**src/rtl/dispatch_stage.sv**
```systemverilog
// dispatch_stage: one-entry registered dispatch buffer that resolves operands, snoops the CDB and hands off to a one-hot RS; DISP_STALL_CNT_EN enables the stall counter
module dispatch_stage #(
    parameter int NUM_RS     = 3,
    parameter int XLEN       = 32,
    parameter int ROB_IDX_W  = 5,
    parameter int REG_ADDR_W = 5
) (
    input  logic                  clk,
    input  logic                  rst,
    input  logic                  flush_i,
    input  logic                  in_valid_i,
    output logic                  in_ready_o,
    input  logic [NUM_RS-1:0]     rs_sel_i,
    input  logic [6:0]            op_i,
    input  logic [6:0]            funct7_i,
    input  logic [2:0]            funct3_i,
    input  logic [XLEN-1:0]       imm_i,
    input  logic [XLEN-1:0]       pc_i,
    input  logic [ROB_IDX_W-1:0]  rob_id_i,
    input  logic [REG_ADDR_W-1:0] rs1_addr_i,
    input  logic [REG_ADDR_W-1:0] rs2_addr_i,
    output logic [REG_ADDR_W-1:0] rf_addr1_o,
    output logic [REG_ADDR_W-1:0] rf_addr2_o,
    input  logic                  rf_rdy1_i,
    input  logic                  rf_rdy2_i,
    input  logic [XLEN-1:0]       rf_data1_i,
    input  logic [XLEN-1:0]       rf_data2_i,
    input  logic [ROB_IDX_W-1:0]  rf_tag1_i,
    input  logic [ROB_IDX_W-1:0]  rf_tag2_i,
    output logic [ROB_IDX_W-1:0]  rob_tag1_o,
    output logic [ROB_IDX_W-1:0]  rob_tag2_o,
    input  logic                  rob_rdy1_i,
    input  logic                  rob_rdy2_i,
    input  logic [XLEN-1:0]       rob_data1_i,
    input  logic [XLEN-1:0]       rob_data2_i,
    input  logic                  cdb_valid_i,
    input  logic [ROB_IDX_W-1:0]  cdb_tag_i,
    input  logic [XLEN-1:0]       cdb_data_i,
    output logic [NUM_RS-1:0]     rs_valid_o,
    input  logic [NUM_RS-1:0]     rs_ready_i,
    output logic [XLEN-1:0]       out_a_o,
    output logic [XLEN-1:0]       out_b_o,
    output logic                  out_a_rdy_o,
    output logic                  out_b_rdy_o,
    output logic [ROB_IDX_W-1:0]  out_a_tag_o,
    output logic [ROB_IDX_W-1:0]  out_b_tag_o,
    output logic [6:0]            out_op_o,
    output logic [6:0]            out_funct7_o,
    output logic [2:0]            out_funct3_o,
    output logic [XLEN-1:0]       out_imm_o,
    output logic [XLEN-1:0]       out_pc_o,
    output logic [ROB_IDX_W-1:0]  out_rob_id_o,
    output logic [15:0]           stall_cnt_o
);
    typedef enum logic {EMPTY, HELD} state_t;

    state_t                 r_state, w_state_nxt;
    logic [NUM_RS-1:0]      r_sel;
    logic [6:0]             r_op, r_funct7;
    logic [2:0]             r_funct3;
    logic [XLEN-1:0]        r_imm, r_pc;
    logic [ROB_IDX_W-1:0]   r_rob_id;
    logic [XLEN-1:0]        r_a, r_b;
    logic                   r_a_rdy, r_b_rdy;
    logic [ROB_IDX_W-1:0]   r_a_tag, r_b_tag;

    logic                   w_held, w_fire, w_accept;
    logic                   w_a_cdb, w_b_cdb, w_a_rdy_n, w_b_rdy_n;
    logic [XLEN-1:0]        w_a_data_n, w_b_data_n;
    logic [ROB_IDX_W-1:0]   w_a_tag_n, w_b_tag_n;
    logic                   w_a_wake, w_b_wake;

    assign w_held     = r_state == HELD;
    assign rs_valid_o = w_held ? r_sel : '0;
    assign w_fire     = |(rs_valid_o & rs_ready_i);
    assign in_ready_o = !w_held | w_fire;
    assign w_accept   = in_valid_i & in_ready_o & !flush_i & (|rs_sel_i);

    assign rf_addr1_o = rs1_addr_i;
    assign rf_addr2_o = rs2_addr_i;
    assign rob_tag1_o = rf_tag1_i;
    assign rob_tag2_o = rf_tag2_i;

    // Resolve incoming operands: CDB broadcast, then regfile, then ROB, else wait on the tag
    always_comb begin
        w_a_cdb    = cdb_valid_i && cdb_tag_i == rf_tag1_i && cdb_tag_i != '0;
        w_b_cdb    = cdb_valid_i && cdb_tag_i == rf_tag2_i && cdb_tag_i != '0;
        w_a_rdy_n  = w_a_cdb | rf_rdy1_i | rob_rdy1_i;
        w_b_rdy_n  = w_b_cdb | rf_rdy2_i | rob_rdy2_i;
        w_a_data_n = w_a_cdb ? cdb_data_i : rf_rdy1_i ? rf_data1_i : rob_rdy1_i ? rob_data1_i : '0;
        w_b_data_n = w_b_cdb ? cdb_data_i : rf_rdy2_i ? rf_data2_i : rob_rdy2_i ? rob_data2_i : '0;
        w_a_tag_n  = w_a_rdy_n ? '0 : rf_tag1_i;
        w_b_tag_n  = w_b_rdy_n ? '0 : rf_tag2_i;
    end

    // Held operands still waiting on a tag wake up when the CDB broadcasts that tag
    always_comb begin
        w_a_wake     = w_held && !r_a_rdy && cdb_valid_i && cdb_tag_i == r_a_tag && r_a_tag != '0;
        w_b_wake     = w_held && !r_b_rdy && cdb_valid_i && cdb_tag_i == r_b_tag && r_b_tag != '0;
        out_a_o      = w_a_wake ? cdb_data_i : r_a;
        out_b_o      = w_b_wake ? cdb_data_i : r_b;
        out_a_rdy_o  = r_a_rdy | w_a_wake;
        out_b_rdy_o  = r_b_rdy | w_b_wake;
        out_a_tag_o  = w_a_wake ? '0 : r_a_tag;
        out_b_tag_o  = w_b_wake ? '0 : r_b_tag;
    end

    assign out_op_o     = r_op;
    assign out_funct7_o = r_funct7;
    assign out_funct3_o = r_funct3;
    assign out_imm_o    = r_imm;
    assign out_pc_o     = r_pc;
    assign out_rob_id_o = r_rob_id;

    // Next state: flush empties, accept (incl. back-to-back with fire) holds, lone fire empties
    always_comb begin
        w_state_nxt = flush_i ? EMPTY : w_accept ? HELD : w_fire ? EMPTY : r_state;
    end

    // State register
    always_ff @(posedge clk or negedge rst) begin
        if (!rst) r_state <= EMPTY;
        else      r_state <= w_state_nxt;
    end

    // Payload register, loaded only on accept so it stays stable while waiting for the RS
    always_ff @(posedge clk or negedge rst) begin
        if (!rst) begin
            r_sel    <= '0;
            r_op     <= '0;
            r_funct7 <= '0;
            r_funct3 <= '0;
            r_imm    <= '0;
            r_pc     <= '0;
            r_rob_id <= '0;
        end else if (w_accept) begin
            r_sel    <= rs_sel_i;
            r_op     <= op_i;
            r_funct7 <= funct7_i;
            r_funct3 <= funct3_i;
            r_imm    <= imm_i;
            r_pc     <= pc_i;
            r_rob_id <= rob_id_i;
        end
    end

    // Operand A: resolved value on accept, CDB capture while held
    always_ff @(posedge clk or negedge rst) begin
        if (!rst) begin
            r_a     <= '0;
            r_a_rdy <= 1'b0;
            r_a_tag <= '0;
        end else if (w_accept) begin
            r_a     <= w_a_data_n;
            r_a_rdy <= w_a_rdy_n;
            r_a_tag <= w_a_tag_n;
        end else if (w_a_wake) begin
            r_a     <= cdb_data_i;
            r_a_rdy <= 1'b1;
            r_a_tag <= '0;
        end
    end

    // Operand B: resolved value on accept, CDB capture while held
    always_ff @(posedge clk or negedge rst) begin
        if (!rst) begin
            r_b     <= '0;
            r_b_rdy <= 1'b0;
            r_b_tag <= '0;
        end else if (w_accept) begin
            r_b     <= w_b_data_n;
            r_b_rdy <= w_b_rdy_n;
            r_b_tag <= w_b_tag_n;
        end else if (w_b_wake) begin
            r_b     <= cdb_data_i;
            r_b_rdy <= 1'b1;
            r_b_tag <= '0;
        end
    end

`ifdef DISP_STALL_CNT_EN
    logic [15:0] r_stall_cnt;

    // Count cycles an instruction is held but not taken, saturating at all-ones
    always_ff @(posedge clk or negedge rst) begin
        if (!rst)                                                     r_stall_cnt <= '0;
        else if (w_held && !w_fire && !flush_i && r_stall_cnt != 16'hFFFF) r_stall_cnt <= r_stall_cnt + 16'd1;
    end

    assign stall_cnt_o = r_stall_cnt;
`else
    assign stall_cnt_o = 16'h0000;
`endif

endmodule

```
**config.mk**
```make
export PLATFORM = sky130hd
export DESIGN_NAME = dispatch_stage
export DESIGN_NICKNAME = d
export VERILOG_FILES = /design/src/rtl/dispatch_stage.sv
export SDC_FILE = /design/constraint.sdc
export NUM_CORES = 1
export LEC_CHECK = 0
export CAP_MARGIN = 5
export CORE_AREA = 2 2 190 192
export DETAILED_ROUTE_END_ITERATION = 6
export DIE_AREA = 0 0 192 194
export HOLD_SLACK_MARGIN = 0.08
export PLACE_DENSITY = 0.62
export SYNTH_ARGS = -nofsm -noshare
export SYNTH_HDL_FRONTEND = slang
export SYNTH_SLANG_ARGS = --single-unit
```
**constraint.sdc**
```tcl
create_clock -name clk -period 3.1 [get_ports clk]
set_clock_uncertainty 0.05 [all_clocks]
set_input_delay 0.775 -clock clk [delete_from_list [all_inputs] [get_ports clk]]
set_output_delay 0.775 -clock clk [all_outputs]
set_load 0.05 [all_outputs]
```
==> results.md, run 1 <==
- Status: complete, but fails checks
- Violated checks: negative setup slack
- Synthesis Warnings: 0
- Worst r2r src: r_a_tag[2]
- Adder-cell area share of the yosys netlist: 0%
- Clock buffer depth: 2
- Die ar.: 37,200 um^2
- Number of global-route vias before repair: 8,368
- Nets@finish: 1,465
- Seq/Total Area, Yosys: 48.5%
- Initial antenna violation count: 2
- Power share of the clock group: 21.8%
- Hold bufs inserted after CTS: 0
- Switching Share: 39.8%
- Arr. time, crit path: 2.45 ns
- WP buf/inv: 4
- XOR/XNOR Fraction of Synth Area: 1.94%
- CTS sink count: 166
- Count of final setup violators: 67
- Period utilisation layout: 106%
- Synth unique cells: 40
- Placed insts: 1,590
- Commonest non-fill, non-tap cell in the layout: clkdlybuf4s50_1
- Clk pin slew, worst setup/hold paths: 0.08 ns
- Cell Pwr Density: 618 nW/um^2
- Initial Util: 24.3%
- Slew @ Worst Pin: 0.624 ns
- DR WL/cell: 22.7 um
- HP Class: in2async
- RSZ-0062 raised after global routing: true
- Die Span X: 192 um
- Reg-to-Reg End: r_a[17]
- CTS tree: done
- Root Buffer: clkbuf_16
- CP top delay family: buffers and inverters
- # DRC: 0
- Die span in y: 194 um
- Gr ovfl total: 0
- CP Class: in2out
- VDD IR max: 339 uV
- GP Congestion: 0.808
- Worst-path cell chain: buf_8 -> xor2_1 -> or3_4 -> nor3_4 -> buf_6 -> buf_12 -> mux2_4 -> buf_6
- Hold Fails Final Rpt: 0
- Cell Count, Final, Fillers Out: 1,653
- First-pass GRT wire length: 53,800 um
- Clk_lat worst skew: 0.42 ns
- P_int: 6070 uW
- Max-cap viol count: 0
- CP Capture Type: output pin
- FF+latch count, synth: 166
- Post-synthesis mux area share: 16.2%
- Post-synthesis simple-gate area fraction: 7.35%
- Routed Antenna Nets: 0
- Gr usage total: 19.7%
- Fin. max-slew vios: 0
- Routed vias: 7,918
- CP dominant cell by count: buf_6
- Fin worst setup slack: -0.174 ns
- Setup TNS: -7.59 ns
- DR iter-0 viols: 437
- Critical path peak fanout: 7
- Core Area: 35,200 um^2
- Critical-path top delay cell: or3_4
- Largest net degree at the start of global routing: 63
- Rel. slew slack: 58.4%
- Switch Pwr: 4010 uW
- FMAX: 305 MHz
- Sequential Power Share: 29.2%
- Syn Std Cell Area: 8560 um^2
- Static leakage: 0.00680 uW
- CP startpoint: cdb_tag_i[2]
- Largest family of logic cells by synthesized area: compound AO/OA/AOI/OAI gates
- Crit path largest cell delay: 0.35 ns
- Syn avg cell area: 12.3 um^2
- Gate power share: 49.0%
- Reg2Reg Setup Slack: 0.61 ns
- Hold Worst Slack: 0.268 ns
- H-tree depth: 4
- Startpoint types: input port
- Area Overhead vs Synth: 90.5%
- Via density: 4.79
- Worst path required time: 2.27 ns
- Post-layout min period: 3.27 ns
- Port bufs: 451
- FP Rows: 69
- Drt pass-1 iters: 5
- Total wire length: 37,500 um
- Area fraction in compound gates after synthesis: 18.9%
- Num CTS Buffers: 17
- Ports: 488
- Share of cells above drive strength 1: 44.2%
- Post-DP HPWL: 26,600 um
- Cells after Synth: 695
- Cells on worst reg2reg path: 11
- Commonest non-fill, non-tap cells in the layout: clkdlybuf4s50_1 (355), dfrtp_1 (164), mux2_2 (89), nand2_4 (79), buf_12 (76)
-- worst max path at each step --
stage	to	slack [ns]	depth (start not counted)
2_1_floorplan	out_b_o[10]	-0.08	6
3_3_place_gp	out_b_o[31]	-0.64	7
3_5_place_dp	out_b_o[0]	-0.68	7
4_1_cts	out_a_o[9]	-0.22	9
5_1_grt	out_b_o[25]	-0.22	7
6_report	out_b_o[25]	-0.17	8
-- power by group through the flow --
| stage | sequential (uW) | combinational [uW] | clock (uW) |
|---|---|---|---|
| floorplan | 3750 | 1890 | 0 |
| detailed placement | 2930 | 4690 | 0 |
| global route | 3000 | 5120 | 2360 |
| global placement | 2920 | 4660 | 0 |
| CTS | 2910 | 4850 | 2260 |
| finish | 2940 | 4930 | 2200 |
-- flip-flops by register name, indices dropped and copies added, names as in the netlist --
signal	cells
out_imm_o	32
r_b_tag	5
out_op_o	7
r_b_rdy	1
r_b	32
r_a	32
out_rob_id_o	5
out_pc_o	32
r_state	1
out_funct7_o	7
r_a_rdy	1
out_funct3_o	3
r_a_tag	5
r_sel	3
-- per-layer routing --
metal / GRT usage [%] / up-vias / routed length [um]
li1: - / 3566 / -
met1: 24.9 / 3985 / 15500
met2: 33.4 / 325 / 18800
met3: 4.02 / 40 / 2510
met4: 6.14 / 2 / 753
met5: 0 / - / 13
-- synth_stat cells, drive strengths merged --
library cell	count	area, um^2
a211o	2	17.5
a21oi	4	23.8
a221o	63	631
a22o	10	87.6
a22oi	1	7.51
a311o	1	10.0
a311oi	1	26.3
and2	13	81.3
buf	73	523
clkbuf	20	75.1
conb	1	3.75
dfrtp	166	4150
inv	2	7.51
mux2	121	1360
mux2i	1	22.5
nand2	100	375
nand2b	1	6.26
nand3	3	15.0
nand4	2	12.5
nor2	6	22.5
nor2b	2	12.5
nor3	4	46.3
nor4	2	12.5
o21a	1	7.51
o21ai	2	32.5
o221a	64	721
o31ai	3	27.5
o41ai	1	27.5
or2	1	6.26
or3	2	12.5
or4	3	26.3
xnor2	16	140
xor2	3	26.3
-- layout make-up --
| type | instances | area [um^2] |
|---|---|---|
| flip-flops and latches | 166 | 4160 |
| diodes | 1 | 2.50 |
| well taps | 461 | 577 |
| clock inverters | 13 | 169 |
| multi-input cells | 449 | 4730 |
| repair buffers | 543 | 6240 |
| clock buffers | 18 | 429 |
| fillers | 3223 | 18900 |
| inverters | 2 | 7.51 |
-- worst reg2reg max path, cell delays in order (launching register included) --
cell     delay (ns)
dfrtp_2        0.44
buf_6          0.13
xnor2_2        0.10
nand4_1        0.17
buf_4          0.19
nor3_4         0.24
buf_6          0.17
buf_16         0.16
buf_4          0.16
a21oi_4        0.06
buf_12         0.19
o221a_2        0.31
-- metrics by stage --
| stage | instance area (um^2) | setup WS, ns | utilization, % | power, uW |
|---|---|---|---|---|
| 5_1_grt | 16300 | -0.223 | 46.3 | 10500 |
| 4_1_cts | 16000 | -0.216 | 45.5 | 10000 |
| 6_report | 16300 | -0.174 | 46.3 | 10100 |
| 3_5_place_dp | 14400 | -0.675 | 41.0 | 7610 |
| 3_3_place_gp | 14400 | -0.640 | 41.0 | 7580 |
| 2_1_floorplan | 8840 | -0.0835 | - | 5640 |
-- cells by family (layout without fill, tap and decap cells) --
family          Yosys count  after routing
other cells               1             17
compound gates          153            153
mux                     122            122
flops                   166            166
xor+xnor                 19             19
simple gates            139            139
buf+inv                  95            576
-- timing repair --
| item | 4_1_cts | 5_1_grt |
|---|---|---|
| gates cloned | 12 | 2 |
| endpoints found under the setup margin | 76 | 70 |
| buffers inserted | 28 | 4 |
| gates resized for setup | 152 | 102 |
| pin swaps | 27 | 52 |
No activity file was read; power rests on OpenSTA's default activity.
==> run 2, diff against run 1 <==
Settings changed: PLACE_DENSITY 0.62 to 0.6.
Clock period 3.1 ns to 3.9 ns, I/O delays scaled along.
==> results.md, run 2 (same netlist as run 1, synthesis figures left out) <==
- Num CTS Buffers: 17
- Placement Cell Area: 13,800 um^2
- Total wire length: 35,300 um
- Ports: 488
- Root Buffer: clkbuf_16
- Hold Fails Final Rpt: 0
- Fin. max-slew vios: 0
- Gr ovfl total: 0
- Fin util: 41.5%
- P_int: 4490 uW
- Clk pin slew, worst setup/hold paths: 0.06 ns
- DR iter-0 viols: 361
- Initial Util: 24.3%
- CTS sink count: 166
- Largest net degree at the start of global routing: 87
- Cell Pwr Density: 519 nW/um^2
- Clk_lat worst skew: 0.42 ns
- FP Rows: 69
- VDD IR max: 278 uV
- Fill cell count: 3,396
- Post-DP HPWL: 26,400 um
- Critical path peak fanout: 5
- Power share of the clock group: 22.0%
- Commonest non-fill, non-tap cells in the layout: clkdlybuf4s50_1 (367), dfrtp_1 (166), mux2_2 (121), nand2_1 (99)
- H-tree depth: 4
- Switching Share: 40.8%
- RSZ-0062 raised after global routing: false
- Routed vias: 7,630
- Design area: 14,600 um^2
- Post-layout min period: 3.79 ns
- Number of global-route vias before repair: 7,878
- Placed insts: 1,566
- Port bufs: 451
- Die Span X: 192 um
- Core Area: 35,200 um^2
- Commonest non-fill, non-tap cell in the layout: clkdlybuf4s50_1
- CP Class: in2out
- Hold Worst Slack: 0.456 ns
- Nets@finish: 1,416
- First-pass GRT wire length: 51,000 um
- Worst path required time: 2.87 ns
- # DRC: 0
- Drt pass-1 iters: 4
- Clock buffer depth: 2
- DR WL/cell: 22.0 um
- Rel. slew slack: 42.4%
- Period utilisation layout: 97.1%
- Share of cells above drive strength 1: 31.6%
- FMAX: 264 MHz
- Count of final setup violators: 0
- Max-cap viol count: 0
- Static leakage: 0.00595 uW
- Slew @ Worst Pin: 0.864 ns
- Startpoint types: input port
- CP Capture Type: output pin
- Sequential Power Share: 30.3%
- Via density: 4.75
- HP Class: reg2reg
- Gate power share: 47.7%
- Die ar.: 37,200 um^2
- Initial antenna violation count: 2
- Die span in y: 194 um
- CTS tree: done
- Area Overhead vs Synth: 70.8%
- Routed Antenna Nets: 0
- GP Congestion: 0.844
- Gr usage total: 18.5%
- Cell Count, Final, Fillers Out: 1,605
- Switch Pwr: 3090 uW
- Status: finished clean
- Arr. time, crit path: 2.76 ns
[run 2: timing repair]
action                                  4_1_cts  5_1_grt
cloned                                        3        1
buffers inserted                              2        1
resized for setup                            46       17
hold buffers                                  0        0
endpoints found under the hold margin         0        0
endpoints found under the setup margin       75       26
pin swaps                                     4        7
[run 2: through the flow]
stage               TNS [ns]  worst slack (ns)  total power, uW
floorplan                  0             0.227             4410
global placement       -8.38            -0.261             5880
detailed placement    -10.88            -0.306             5900
CTS                        0            0.0173             7670
global route               0            0.0266             7930
finish                     0             0.113             7590
[run 2: layout make-up]
type                    instances  area [um^2]  area share, %
repair buffers                494         5400           36.9
flip-flops and latches        166         4150           28.4
multi-input cells             449         3910           26.7
well taps                     461          577           3.94
clock buffers                  18          439           3.00
clock inverters                14          138          0.941
inverters                       2         7.51         0.0513
diodes                          1         2.50         0.0171
[run 2: power by group through the flow]
stage | registers, uW | clock network, uW | logic (uW)
2_1_floorplan | 2980 | 0 | 1430
3_3_place_gp | 2330 | 0 | 3550
3_5_place_dp | 2330 | 0 | 3580
4_1_cts | 2300 | 1730 | 3640
5_1_grt | 2340 | 1810 | 3770
6_report | 2300 | 1670 | 3620
[run 2: worst paths after layout]
path	cells after the start	endpoint	slack, ns	start
min reg2reg	1	out_imm_o[1]	0.46	out_imm_o[1]
max	8	out_b_o[4]	0.11	cdb_valid_i
min in group asynchronous	1	out_op_o[2]	0.56	rst
max reg2reg	8	r_b[13]	1.28	r_b_tag[1]
max in group asynchronous	2	out_funct7_o[1]	2.37	rst
min	1	out_imm_o[1]	0.46	out_imm_o[1]
[run 2: critical path, stage by stage]
cell and delay (ns):
clkdlybuf4s15_1 0.20, nand2_2 0.09, or3_4 0.40, nor3_4 0.23, buf_12 0.19, clkbuf_16 0.16, mux2_2 0.35, buf_8 0.16
[run 2: routing by layer]
layer | track usage (%) | vias to the layer above | share of wire (%)
met5 | 0 | - | 0
met4 | 6.98 | 0 | 2.6
met3 | 4.31 | 44 | 6.3
met1 | 22.6 | 3825 | 41
met2 | 31.4 | 297 | 51
li1 | - | 3464 | -
